## config.mk

```make
export PLATFORM = sky130hd
export DESIGN_NAME = hazard_sb
export DESIGN_NICKNAME = d
export VERILOG_FILES = /design/src/rtl/hazard_sb.sv
export SDC_FILE = /design/constraint.sdc
export NUM_CORES = 1
export LEC_CHECK = 0
export CAP_MARGIN = 0
export CORE_MARGIN = 2
export CORE_UTILIZATION = 40
export DETAILED_ROUTE_END_ITERATION = 16
export PLACE_DENSITY_LB_ADDON = 0.1
export SYNTH_ARGS = -nofsm -noshare
export SYNTH_HDL_FRONTEND = slang
export SYNTH_SLANG_ARGS = --single-unit
```

## constraint.sdc

```tcl
create_clock -name clk -period 4.6 [get_ports clk]
set_input_delay 0.46 -clock clk [delete_from_list [all_inputs] [get_ports clk]]
set_output_delay 0.46 -clock clk [all_outputs]
set_load 0.01 [all_outputs]
```

## src/rtl/hazard_sb.sv

```systemverilog
// hazard_sb: hazard unit for the combined ARM/RISC-V five-stage core.
// Forwarding, load-use and control-hazard handling plus a scoreboard that
// tracks fixed-latency long-unit ops (mul/div) until their write-back.
//
// Ports:
//   clk, reset                 clock, synchronous active-high reset
//   arm{D,E,M,W}               stage holds an ARM instruction (0 = RISC-V)
//   RegWrite{D,M,W}            stage writes a register
//   Rs1D..RdW                  register indices
//   ResultSrcE[0]              load in E
//   PCSrc{D,E,M,W}             ARM PC write in stage
//   BranchTakenE               taken branch/jump in E (either bit)
//   StallFD, FwdE              external ARM stall / forced ALUOutM forward
//   LongOpD, LongOpE           long op in D / issuing from E
//   StallF, StallD, FlushD, FlushE, ForwardAE, ForwardBE   pipeline control
//   LongWrW, LongRdW           long-unit register-file write this cycle
//   SbFull                     every scoreboard entry valid

// One scoreboard entry: loaded on alloc, counts down to retirement.
module hazard_sb_entry #(
  parameter int AW  = 5,
  parameter int LAT = 4
) (
  input  logic          clk,
  input  logic          reset,
  input  logic          alloc,
  input  logic [AW-1:0] alloc_rd,
  output logic          vld,
  output logic [AW-1:0] rd,
  output logic          retire
);
  logic [3:0] cnt;

  always_ff @(posedge clk) begin
    if (reset) begin
      vld <= 1'b0;
      rd  <= '0;
      cnt <= '0;
    end else if (alloc) begin
      // Alloc wins over retire so a freed slot can be reused at the same edge.
      vld <= 1'b1;
      rd  <= alloc_rd;
      cnt <= 4'(LAT);
    end else if (vld) begin
      cnt <= cnt - 4'd1;
      if (cnt == 4'd1) vld <= 1'b0;
    end
  end

  assign retire = vld & (cnt == 4'd1);
endmodule

module hazard_sb #(
  parameter  int NREG  = 32,
  parameter  int LAT   = 4,
  parameter  int NPEND = 2,
  localparam int AW    = $clog2(NREG)
) (
  input  logic          clk,
  input  logic          reset,
  input  logic          armD,
  input  logic          armE,
  input  logic          armM,
  input  logic          armW,
  input  logic          RegWriteD,
  input  logic          RegWriteM,
  input  logic          RegWriteW,
  input  logic [AW-1:0] Rs1D,
  input  logic [AW-1:0] Rs2D,
  input  logic [AW-1:0] RdD,
  input  logic [AW-1:0] Rs1E,
  input  logic [AW-1:0] Rs2E,
  input  logic [AW-1:0] RdE,
  input  logic [AW-1:0] RdM,
  input  logic [AW-1:0] RdW,
  input  logic [1:0]    ResultSrcE,
  input  logic          PCSrcD,
  input  logic          PCSrcE,
  input  logic          PCSrcM,
  input  logic          PCSrcW,
  input  logic [1:0]    BranchTakenE,
  input  logic          StallFD,
  input  logic [1:0]    FwdE,
  input  logic          LongOpD,
  input  logic          LongOpE,
  output logic          StallF,
  output logic          StallD,
  output logic          FlushD,
  output logic          FlushE,
  output logic [1:0]    ForwardAE,
  output logic [1:0]    ForwardBE,
  output logic          LongWrW,
  output logic [AW-1:0] LongRdW,
  output logic          SbFull
);
  localparam int             CW      = $clog2(NPEND + 2);
  localparam logic [CW-1:0]  NPEND_C = CW'(NPEND);

  logic                       unused;
  logic [NPEND-1:0]           vld, retire, alloc, vld_eff, retire_eff;
  logic [NPEND-1:0][AW-1:0]   ent_rd;
  logic [CW-1:0]              occ;
  logic                       found, sb_hit, sb_stall, ld_stall, pc_wr_pend;

  assign unused = ResultSrcE[1];

  // Equal indices match unless it is RISC-V x0, which is never a real dependency.
  function automatic logic rmatch(input logic [AW-1:0] a, input logic [AW-1:0] b,
                                  input logic arm);
    return (a == b) && (arm || (a != '0));
  endfunction

  // ---------------- forwarding ----------------
  always_comb begin
    ForwardAE = 2'b00;
    if (RegWriteM && rmatch(Rs1E, RdM, armE))      ForwardAE = 2'b10;
    else if (FwdE[0])                              ForwardAE = 2'b10;
    else if (RegWriteW && rmatch(Rs1E, RdW, armE)) ForwardAE = 2'b01;
    ForwardBE = 2'b00;
    if (RegWriteM && rmatch(Rs2E, RdM, armE))      ForwardBE = 2'b10;
    else if (FwdE[1])                              ForwardBE = 2'b10;
    else if (RegWriteW && rmatch(Rs2E, RdW, armE)) ForwardBE = 2'b01;
  end

  // ---------------- scoreboard ----------------
  genvar g;
  generate
    for (g = 0; g < NPEND; g++) begin : gen_ent
      hazard_sb_entry #(.AW(AW), .LAT(LAT)) u_ent (
        .clk      (clk),
        .reset    (reset),
        .alloc    (alloc[g]),
        .alloc_rd (RdE),
        .vld      (vld[g]),
        .rd       (ent_rd[g]),
        .retire   (retire[g])
      );
    end
  endgenerate

  // The reset cycle already sees an empty scoreboard.
  assign vld_eff    = vld & {NPEND{~reset}};
  assign retire_eff = retire & {NPEND{~reset}};

  // Lowest-index slot that is free or being freed this edge.
  always_comb begin
    alloc = '0;
    found = 1'b0;
    for (int i = 0; i < NPEND; i++) begin
      if (!found && (!vld[i] || retire[i])) begin
        alloc[i] = LongOpE & ~reset;
        found    = 1'b1;
      end
    end
  end

  // Single issue at fixed latency: at most one entry retires per cycle.
  always_comb begin
    LongRdW = '0;
    for (int i = 0; i < NPEND; i++)
      if (retire_eff[i]) LongRdW = ent_rd[i];
  end
  assign LongWrW = |retire_eff;
  assign SbFull  = &vld_eff;

  always_comb begin
    occ    = '0;
    sb_hit = 1'b0;
    for (int i = 0; i < NPEND; i++) begin
      occ = occ + CW'(vld_eff[i]);
      if (vld_eff[i]) begin
        if (rmatch(Rs1D, ent_rd[i], armD) || rmatch(Rs2D, ent_rd[i], armD))
          sb_hit = 1'b1;
        if (RegWriteD && rmatch(RdD, ent_rd[i], armD))
          sb_hit = 1'b1;
      end
    end
  end

  assign sb_stall = sb_hit | (LongOpD & ((occ + CW'(LongOpE)) >= NPEND_C));

  // ---------------- pipeline control ----------------
  assign ld_stall   = ResultSrcE[0] & (rmatch(Rs1D, RdE, armD) | rmatch(Rs2D, RdE, armD));
  assign pc_wr_pend = (armD & PCSrcD) | (armE & PCSrcE) | (armM & PCSrcM);

  assign StallD = ld_stall | StallFD | sb_stall;
  assign StallF = StallD | pc_wr_pend;
  assign FlushE = ld_stall | sb_stall | (|BranchTakenE);
  assign FlushD = pc_wr_pend | (armW & PCSrcW) | (|BranchTakenE);
endmodule

```

# --- Word level (Yosys, flattened, before mapping) ---
# Index checks and enable logic that the tools add are counted.
op_classes:
  reduce_logical: 43
  n_eq_ne: 14
  n_bitwise: 23
  n_mux: 27
  n_addsub: 4
  order_cmp: 1
op_table:
  columns: ["op", "n"]
  rows:
  - ["5-bit == test", 12]
  - ["5-bit nonzero test", 5]
  - ["1-bit logical AND", 19]
  - ["1-bit two-way mux", 17]
  - ["3-bit two-way mux", 4]
  - ["1-bit OR", 11]
  - ["5-bit two-way mux", 2]
  - ["1-bit bitwise AND", 9]
  - ["1-bit logical OR", 9]
  - ["4-bit by 1-bit == test with 1-bit output (second input constant)", 2]
  - ["2-bit two-way mux", 4]
  - ["2-bit OR reduction", 4]
  - ["4-bit by 1-bit subtractor with 4-bit output (second input constant)", 2]
  - ["2-bit bitwise AND", 2]
  - ["2-bit nonzero test", 2]
  - ["1-bit logical NOT", 3]
  - ["1-bit by 1-bit adder with 2-bit output", 1]
  - ["2-bit by 1-bit adder with 2-bit output", 1]
  - ["2-bit greater-or-equal comparator (second input constant)", 1]
  - ["2-bit AND reduction", 1]
  - ["1-bit inverter", 1]
word_totals:
  reg_bits: 20
  elab_cells: 120
  in_bits: 62
  out_inout_bits: 15

# --- Depth between registers and ports, before layout ---
# Gate-level depths: netlist of the first run.
logic_depth:
  depth_word: 13
  depth_mapped: 8
  mapped_depth_nobuf: 7

# --- By module ---
# Synthesis of the first run repeated with hierarchy kept, for this count alone.
hier_totals:
  cells_unflattened: 223
  hier_area_um2: 1920.6
by_module_without_submodules:
  columns: ["module", "n_inst", "cells_each", "area_per_inst_um2"]
  rows:
  - ["hazard_sb", 1, 139, 994.7]
  - ["hazard_sb_entry", 2, 42, 462.9]

# --- Least setup slack after synthesis of the first run ---
# Ideal clock, no wire load.
synth_timing:
  path_kind: "input -> output"
  startpoint: "input armD"
  endpoint: "output StallD"
  t_required_ns: 4.140
  path_buffers: 0
  arrival_time_ns: 1.723
  stages: 5
  slack_ns: 2.417
  path_cell_list: "or4_4 -> o31ai_4 -> nor4_1 -> o31ai_4 -> nand4b_1"
synth_between:
  elab_chain_cells: 11
  elab_cells_between_ends: 26
  cone_classes: "6 x mux; 5 x bitwise; 15 x reduce/logical"
synth_lines:
  columns: ["item", "line_no", "text"]
  rows:
  - ["start: declaration", "61", "input logic armD,"]
  - ["1-bit logical OR", "110", "return (a == b) && (arm || (a != '0));"]
  - ["1-bit logical AND", "110", null]
  - ["1-bit logical OR", "172", "if (rmatch(Rs1D, ent_rd[i], armD) || rmatch(Rs2D, ent_rd[i], armD))"]
  - ["1-bit two-way mux", "172", null]
  - ["1-bit two-way mux", "174", "if (RegWriteD && rmatch(RdD, ent_rd[i], armD))"]
  - ["1-bit two-way mux", "171", "if (vld_eff[i]) begin"]
  - ["1-bit two-way mux", "172", null]
  - ["1-bit two-way mux", "174", null]
  - ["1-bit two-way mux", "171", null]
  - ["1-bit OR", "180", "assign sb_stall = sb_hit | (LongOpD & ((occ + CW'(LongOpE)) >= NPEND_C));"]
  - ["1-bit OR *", "186", "assign StallD = ld_stall | StallFD | sb_stall;"]
  - ["end: declaration", "87", "output logic StallD,"]
# Every way passes the cells marked *; elsewhere a longest branch is shown, timed or not.

# --- Final worst setup path of the first run ---
layout_timing:
  startpoint: "input Rs2D[1]"
  endpoint: "output StallD"
layout_between:
  elab_chain_cells: 12
  elab_cells_between_ends: 21
  cone_classes: "3 x eq/ne; 6 x mux; 5 x bitwise; 7 x reduce/logical"
layout_lines:
  columns: ["item", "line_no", "text"]
  rows:
  - ["start: declaration", "69", "input logic [AW-1:0] Rs2D,"]
  - ["5-bit nonzero test", "110", null]
  - ["1-bit logical OR", "110", null]
  - ["1-bit logical AND", "110", null]
  - ["1-bit logical OR", "172", null]
  - ["1-bit two-way mux", "172", null]
  - ["1-bit two-way mux", "174", null]
  - ["1-bit two-way mux", "171", null]
  - ["1-bit two-way mux", "172", null]
  - ["1-bit two-way mux", "174", null]
  - ["1-bit two-way mux", "171", null]
  - ["1-bit OR", "180", null]
  - ["1-bit OR *", "186", null]
# Marks and branches as above.

==> results of run 1 <==
cell families after synthesis:
| group | Yosys count | share of synthesized area, % |
|---|---|---|
| compound gates | 31 | 14.1 |
| flops | 20 | 22.0 |
| xor+xnor | 66 | 31.8 |
| simple gates | 88 | 25.7 |
| buf+inv | 14 | 2.89 |
| fa+ha+maj | 5 | 3.44 |
sequential cells by signal (all words and copies together), names as in the netlist:
signal             flops
gen_ent.u_ent.vld      2
gen_ent.u_ent.rd      10
gen_ent.u_ent.cnt      8
metrics by stage:
step                      setup WS (ps)  power [mW]  utilization [%]
after floorplan                    2420       0.294                -
after global placement             1330       0.387             59.8
final                              1340       0.499             60.7
after global routing               1210       0.530             60.7
after detailed placement           1350       0.389             59.8
after CTS                          1340       0.504             60.7
worst max-delay path by stage:
stage	start	endpoint	cells after the start
after floorplan	armD	StallD	5
after global placement	armD	StallF	7
after detailed placement	armD	StallF	7
after CTS	armD	StallD	7
after global routing	armD	StallF	7
final	Rs2D[1]	StallD	7
metal layers:
metal  wire [um]  GRT usage (%)  part of all wire [%]
met2        2590           37.4                    51
met5           0              0                     0
met3         254           4.08                   5.0
met4          86           6.29                   1.7
met1        2160           24.2                    42
tightest hold or removal path: stages, from the launching register on:
cell and delay, ps:
dfxtp_1 330, nor2_1 80, a2111oi_0 50
area by class of cell:
cell class	count	area, sq um	area share [%]
Sequential cell	20	400	15.1
Clock buffer	3	41.3	1.56
Tap cell	52	65.1	2.46
Multi-Input combinational cell	190	1360	51.6
Inverter	4	15.0	0.568
Timing Repair Buffer	76	758	28.7
Yosys cell counts, types with 6 or more instances:
| master | count |
|---|---|
| xnor2_1 | 42 |
| xor2_1 | 24 |
| nand2_1 | 22 |
| dfxtp_1 | 20 |
| nand3_1 | 12 |
| nor4_1 | 11 |
| nor2_1 | 10 |
| clkbuf_1 | 8 |
| a21oi_1 | 7 |
| nand2b_1 | 6 |
| nor2b_1 | 6 |
| nor3_1 | 6 |
report_power, final:
part / internal, mW / switching, mW / leakage (nW)
Clock: 0.0582 / 0.0542 / 0.0216
Sequential: 0.186 / 0.0183 / 0.164
Combinational: 0.107 / 0.0755 / 0.736
==> results.ini, run 1 <==
[synth]
synth-edff-count = 0
synth_ff_type = dfxtp_1
netlist_area_sq_mm = 0.00182
synth_top_area_share_pct = 22.0
ys_types = 37
synth_top_cell_by_area = dfxtp_1
async_flop_share_pct = 0
synth_cells = 224
seq_area_frac_synth_pct = 22.0
synth_warnings = 0
syn_avg_cell_area_sq_um = 8.11
synth_seq_cells = 20
synth.area.top_cells = dfxtp_1 (22%), xnor2_1 (20%), xor2_1 (12%), nand2_1 (4.5%), nor4_1 (3.8%)
synthesis.nets = 291

[pwr]
ir_drop_uv = 139
p_per_area_mw_per_mm2 = 189
p_leak_nw = 0.921

[route]
wl_um = 5090
num_vias = 1798
dr.pass1.iters = 4
detail_route.vias_per_cell = 5.21
postRouteAntennaNets = 0
drtIter0Drc = 91
wl_per_cell_um = 14.8
drc = 0

[clock_tree]
numClockSinks = 20
clock_latency_ps = 250
post_cts_buffers = 0
cts_root_buf = clkbuf_8
path_clk_slew_ps = 70
ctsLongestPathBuffers = 2
cts_buffers = 3
htree_levels = 1
hold_buffers = 0
cts_resized = 0
tritoncts = built

[place]
dpl_cell_area_sq_mm = 0.00260
io_buffers = 75
place.gp.congestion = 0.843
dp_hpwl_um = 4220
dpl.cell_count = 342

[floorplanning]
die-area_sq_mm = 0.00510
initial_core_util_pct = 41.7
core_sq_mm = 0.00435
die_x_um = 71.4
row_count = 24
io_pins = 77
floorplan.die.height_um = 71.4

[sta]
tightest_slew_ps = 796
max_slew_margin_pct = 46.8
rsz0062_at_grt = no
clock.fmax_ghz = 0.307
finClkSkew_ps = 1.32
timing.setup.tns_ps = 0
period_needed_ps = 3260
finalSetupViolations = 0
drv_slew = 0
hold_violations = 0
finalCritPeriodShare_pct = 70.8
hold_ws_ps = 502

[final_layout]
drive_above_1_share_pct = 3.41
n_fill_cell = 383
mostFrequentLayoutCells = clkdlybuf4s50_1 (75), xnor2_1 (42), xor2_1 (24)
layout.cells.non_filler = 345
final_common_cell = clkdlybuf4s50_1
syn2layout_area_growth_pct = 45.5
final_area_sq_mm = 0.00264
diodes = 0
nNetsFinal = 362

[critical_path]
crit_type = in -> out
endpoint_kind = output port
setup.worst_path.start_class = primary input
r2r-start = gen_ent[0].u_ent.cnt[0]$_SDFFE_PP0P_
critPathTopFamily = simple AND/OR/NAND/NOR gates
worstPathArrival_ps = 2800
crit_path_frequent_cell = clkdlybuf4s50_1
cp_slowest_cell = or4_1
cp.buffers_inverters = 2
cp.required_ps = 4140
worstPathMaxFanout = 4
ff2ff_path_depth = 5
r2r_end = gen_ent[0].u_ent.rd[2]$_SDFFE_PP0P_
r2r_setup_slack_ps = 2630
crit_path_max_incr_delay_ps = 570
crit_chain = clkdlybuf4s50_1, or4_1, nor3_2, nor4_1, o31ai_4, nand4b_1, clkdlybuf4s50_1

[worst_hold_path]
min_from = gen_ent[1].u_ent.cnt[1]$_SDFFE_PP0P_
worstHoldEndpoint = gen_ent[1].u_ent.cnt[1]$_SDFFE_PP0P_
hold_path.class = reg -> reg
hold_depth = 2

[global_routing]
grtUsageTotal_pct = 20.6
grt_max_degree = 18
gr-total-overflow = 0
grt_pass1_vias = 1910
antenna_found_initial = 0
grt_pass1_wl_um = 8500

[flow_run]
drv_cap = 0

[run_status]
run_status = finished, final reports clean

Power figures use the tool's default switching activity.
==> run 2: changes to the inputs <==
- clock period: 4.6 -> 3.28 ns (I/O delays scaled with it)
==> results.ini, run 2 (synthesis gave the netlist of run 1 again) <==
[clock_tree]
path_clk_slew_ps = 70
hold_buffers = 0
tritoncts = built
cts_buffers = 3
ctsLongestPathBuffers = 2
numClockSinks = 20
clock_latency_ps = 250
cts_root_buf = clkbuf_8
htree_levels = 1
post_cts_buffers = 0
cts_resized = 0

[sta]
timing.setup.tns_ps = 0
period_needed_ps = 2960
drv_slew = 0
hold_ws_ps = 509
rsz0062_at_grt = no
finalSetupViolations = 0
finClkSkew_ps = 1.27
tightest_slew_ps = 878
clock.fmax_ghz = 0.337
setup_slack_ps = 316
finalCritPeriodShare_pct = 90.4
hold_violations = 0
max_slew_margin_pct = 41.3

[global_routing]
grt_util_met2_pct = 38.3
top_usage_layer = met2
grtUsageTotal_pct = 20.4
grtUsageMet3_pct = 3.38
grt_max_degree = 18
grt_use_met1_pct = 24.1
antenna_found_initial = 0
grt_pass1_vias = 1830
grt_pass1_wl_um = 8490
gr-total-overflow = 0

[critical_path]
crit_chain = clkdlybuf4s50_1, or4_1, nor3_2, nor4_1, o31ai_2, nand4_1, clkdlybuf4s50_1
setup.worst_path.start_class = primary input
endpoint_kind = output port
cp.required_ps = 2950
worstPathMaxFanout = 4
ff2ff_path_depth = 5
r2r_end = gen_ent[0].u_ent.rd[2]$_SDFFE_PP0P_
crit_type = in -> out
crit_path_max_incr_delay_ps = 570
r2r_setup_slack_ps = 1250
r2r-start = gen_ent[0].u_ent.cnt[0]$_SDFFE_PP0P_
worstPathArrival_ps = 2640
cp_slowest_cell = or4_1
critPathTopFamily = simple AND/OR/NAND/NOR gates
cp.buffers_inverters = 2
crit_path_frequent_cell = clkdlybuf4s50_1

[final_layout]
drive_above_1_share_pct = 4.07
diodes = 0
nNetsFinal = 364
regMostFlops = gen_ent.u_ent.rd
layout.cells.non_filler = 347
multi_input_area_sq_mm = 0.00136
syn2layout_area_growth_pct = 46.3
final_area_sq_mm = 0.00266
top_regs = gen_ent.u_ent.rd x10, gen_ent.u_ent.cnt x8, gen_ent.u_ent.vld x2
largest_reg_flops = 10
n_fill_cell = 417
regArea_sq_um = 400
final_common_cell = clkdlybuf4s50_1
mostFrequentLayoutCells = clkdlybuf4s50_1 (75), xnor2_1 (42), xor2_1 (24)

[route]
dr.pass1.iters = 4
drtIter0Drc = 79
drc = 0
postRouteAntennaNets = 0
wl_um = 5090
detail_route.vias_per_cell = 5.24
num_vias = 1818
wl_per_cell_um = 14.7

[pwr]
p_leak_nw = 0.931
ir_drop_uv = 204
p_per_area_mw_per_mm2 = 264

[floorplanning]
io_pins = 77
core_sq_mm = 0.00435
die_x_um = 71.4
floorplan.die.height_um = 71.4
die-area_sq_mm = 0.00510
row_count = 24
initial_core_util_pct = 41.7

[place]
dp_hpwl_um = 4200
dpl_cell_area_sq_mm = 0.00262
place.gp.congestion = 0.804
dpl.cell_count = 344
preCtsSetupSlack_ps = 309
io_buffers = 75

[worst_hold_path]
min_from = gen_ent[1].u_ent.cnt[1]$_SDFFE_PP0P_
worstHoldEndpoint = gen_ent[1].u_ent.cnt[1]$_SDFFE_PP0P_
hold_depth = 2
hold_path.class = reg -> reg

[run_status]
run_status = finished, final reports clean

[flow_run]
drv_cap = 0

-- run 2: cell count changes in the layout (fill, tap and decap cells not counted), sizes merged --
cell,before,now
buf,1,3
-- run 2: metrics by stage --
| stage | total power, mW | utilization, % |
|---|---|---|
| 2_1_floorplan | 0.412 | - |
| 3_3_place_gp | 0.545 | 60.1 |
| 3_5_place_dp | 0.548 | 60.1 |
| 4_1_cts | 0.707 | 61.1 |
| 5_1_grt | 0.748 | 61.1 |
| 6_report | 0.703 | 61.1 |
-- run 2: area by class of cell --
type | count | area share, %
multi-input combinational | 190 | 51.3
tap | 52 | 2.45
clock buffer | 3 | 1.55
timing repair buffer | 78 | 29.1
sequential | 20 | 15.1
inverter | 4 | 0.565
-- run 2: tightest hold or removal path, stage by stage (launching register included) --
cell	delay [ps]
dfxtp_1	330
nor2_1	80
a2111oi_0	60
-- run 2: metal layers --
layer	part of all wire, %	vias to the layer above
met5	0	-
met4	0.94	0
met3	5.5	7
met2	51	58
met1	42	824
li1	-	929
-- run 2: report_power, final --
| part | internal [mW] | switching, mW | total (mW) |
|---|---|---|---|
| registers | 0.261 | 0.0259 | 0.286 |
| clock network | 0.0817 | 0.0772 | 0.159 |
| logic | 0.151 | 0.106 | 0.258 |
-- run 2: how the worst max path moves through the flow --
stage / from / end / slack (ps) / cells after the start
4_1_cts: Rs2D[2] / FlushE / 300 / 7
2_1_floorplan: armD / StallD / 1360 / 5
5_1_grt: Rs2D[1] / StallF / 170 / 7
3_3_place_gp: Rs2D[1] / StallF / 320 / 7
3_5_place_dp: Rs2D[2] / StallD / 310 / 7
6_report: Rs2D[1] / FlushE / 320 / 7
==> run 3: changes to the inputs <==
- CORE_MARGIN: 2 -> 10
==> results.ini, run 3 (synthesis gave the netlist of run 1 again) <==
[critical_path]
endpoint_kind = output port
crit_type = in -> out
ff2ff_path_depth = 5
worstPathArrival_ps = 2630
cp-startpoint = Rs2D[1]
worstPathMaxFanout = 4
r2r-start = gen_ent[0].u_ent.cnt[0]$_SDFFE_PP0P_
cp-endpoint = StallD
setup.worst_path.start_class = primary input
r2r_setup_slack_ps = 1290
cp.required_ps = 2950
r2r_end = gen_ent[0].u_ent.rd[2]$_SDFFE_PP0P_

[route]
drc = 0
wl_um = 5670
drtIter0Drc = 103
detail_route.vias_per_cell = 5.21
postRouteAntennaNets = 0
num_vias = 1823
wl_per_cell_um = 16.2
dr.pass1.iters = 4

[floorplanning]
die-area_sq_mm = 0.00764
floorplan.die.height_um = 87.4
io_pins = 77
die_x_um = 87.4
initial_core_util_pct = 41.4
row_count = 24
core_sq_mm = 0.00438

[sta]
finalSetupViolations = 0
hold_violations = 0
rsz0062_at_grt = no
tightest_slew_ps = 786
drv_slew = 0
finalCritPeriodShare_pct = 90.3
finClkSkew_ps = 6.41
clock.fmax_ghz = 0.338
max_slew_margin_pct = 47.5
period_needed_ps = 2960
timing.setup.tns_ps = 0

[global_routing]
gr-total-overflow = 0
grtUsageTotal_pct = 14.6
grt_max_degree = 15
antenna_found_initial = 0
grt_pass1_vias = 1926
grt_pass1_wl_um = 9070

[clock_tree]
cts_buffers = 3
cts_root_buf = clkbuf_8
post_cts_buffers = 0
hold_buffers = 0
ctsLongestPathBuffers = 2
cts_resized = 0
tritoncts = built
clock_latency_ps = 260
path_clk_slew_ps = 70
htree_levels = 1
numClockSinks = 20

[final_layout]
nNetsFinal = 366
drive_above_1_share_pct = 5.03
syn2layout_area_growth_pct = 48.8
regMostFlops = gen_ent.u_ent.rd
n_fill_cell = 428
final_common_cell = clkdlybuf4s50_1
diodes = 0
layout.cells.non_filler = 350
largest_reg_flops = 10
top_regs = gen_ent.u_ent.rd x10, gen_ent.u_ent.cnt x8, gen_ent.u_ent.vld x2
mostFrequentLayoutCells = clkdlybuf4s50_1 (75), xnor2_1 (42), xor2_1 (24)

[place]
dp_hpwl_um = 4790
io_buffers = 75
dpl.cell_count = 346
place.gp.congestion = 0.868

[pwr]
ir_drop_uv = 220
design_power_total_mw = 0.789
p_leak_nw = 0.956
p_per_area_mw_per_mm2 = 292

[worst_hold_path]
hold_path.class = reg -> reg

[run_status]
run_status = finished, final reports clean

[flow_run]
drv_cap = 0

run 3: cell count changes in the layout (fill, tap and decap cells not counted), sizes merged:
| cell | previous run | this run |
|---|---|---|
| bufinv | 0 | 1 |
| buf | 3 | 5 |
run 3: worst max-delay path: stages:
cell	delay, ps
clkdlybuf4s50_1	500
or4_1	560
nor3_2	190
nor4_1	130
o31ai_4	270
nand4b_1	140
clkdlybuf4s50_1	510
run 3: stage by stage:
step | setup WS (ps) | cell area (sq um) | util, % | hold WS [ps]
5_1_grt | 114 | 2700 | 61.7 | 553
4_1_cts | 326 | 2700 | 61.7 | 516
3_3_place_gp | 344 | 2630 | 60.0 | 490
2_1_floorplan | 1360 | 1820 | - | 437
3_5_place_dp | 342 | 2630 | 60.0 | 498
6_report | 319 | 2700 | 61.7 | 508
run 3: per-layer routing:
metal | GRT usage [%] | wire [um] | part of all wire (%) | up-vias
met5 | 0 | 0 | 0 | -
met4 | 4.93 | 101 | 1.8 | 0
met3 | 6.09 | 472 | 8.3 | 8
met2 | 24.3 | 2770 | 49 | 55
met1 | 16.3 | 2330 | 41 | 825
li1 | - | - | - | 935
run 3: report_power, final:
| group | internal, mW | switching, mW |
|---|---|---|
| Sequential | 0.260 | 0.0254 |
| Combinational | 0.153 | 0.107 |
| Clock | 0.163 | 0.0799 |
run 3: final cells by class:
type	instances	area [sq um]	area share, %
multi-input cells	190	1360	50.4
clock inverters	1	30.0	1.11
flip-flops and latches	20	400	14.8
well taps	52	65.1	2.41
clock buffers	3	41.3	1.53
repair buffers	80	788	29.2
inverters	4	15.0	0.555
run 3: worst min-delay path by stage:
stage,startpoint,endpoint,slack (ps),depth (start not counted)
final,gen_ent[1].u_ent.cnt[1]$_SDFFE_PP0P_,gen_ent[1].u_ent.cnt[1]$_SDFFE_PP0P_,510,2
after global routing,gen_ent[1].u_ent.cnt[1]$_SDFFE_PP0P_,gen_ent[1].u_ent.cnt[1]$_SDFFE_PP0P_,550,2
after CTS,gen_ent[1].u_ent.cnt[1]$_SDFFE_PP0P_,gen_ent[1].u_ent.cnt[1]$_SDFFE_PP0P_,520,2
after detailed placement,gen_ent[1].u_ent.cnt[1]$_SDFFE_PP0P_,gen_ent[1].u_ent.cnt[1]$_SDFFE_PP0P_,500,2
after global placement,gen_ent[1].u_ent.cnt[1]$_SDFFE_PP0P_,gen_ent[1].u_ent.cnt[1]$_SDFFE_PP0P_,490,2
after floorplan,RdE[0],gen_ent[0].u_ent.rd[0]$_SDFFE_PP0P_,440,2
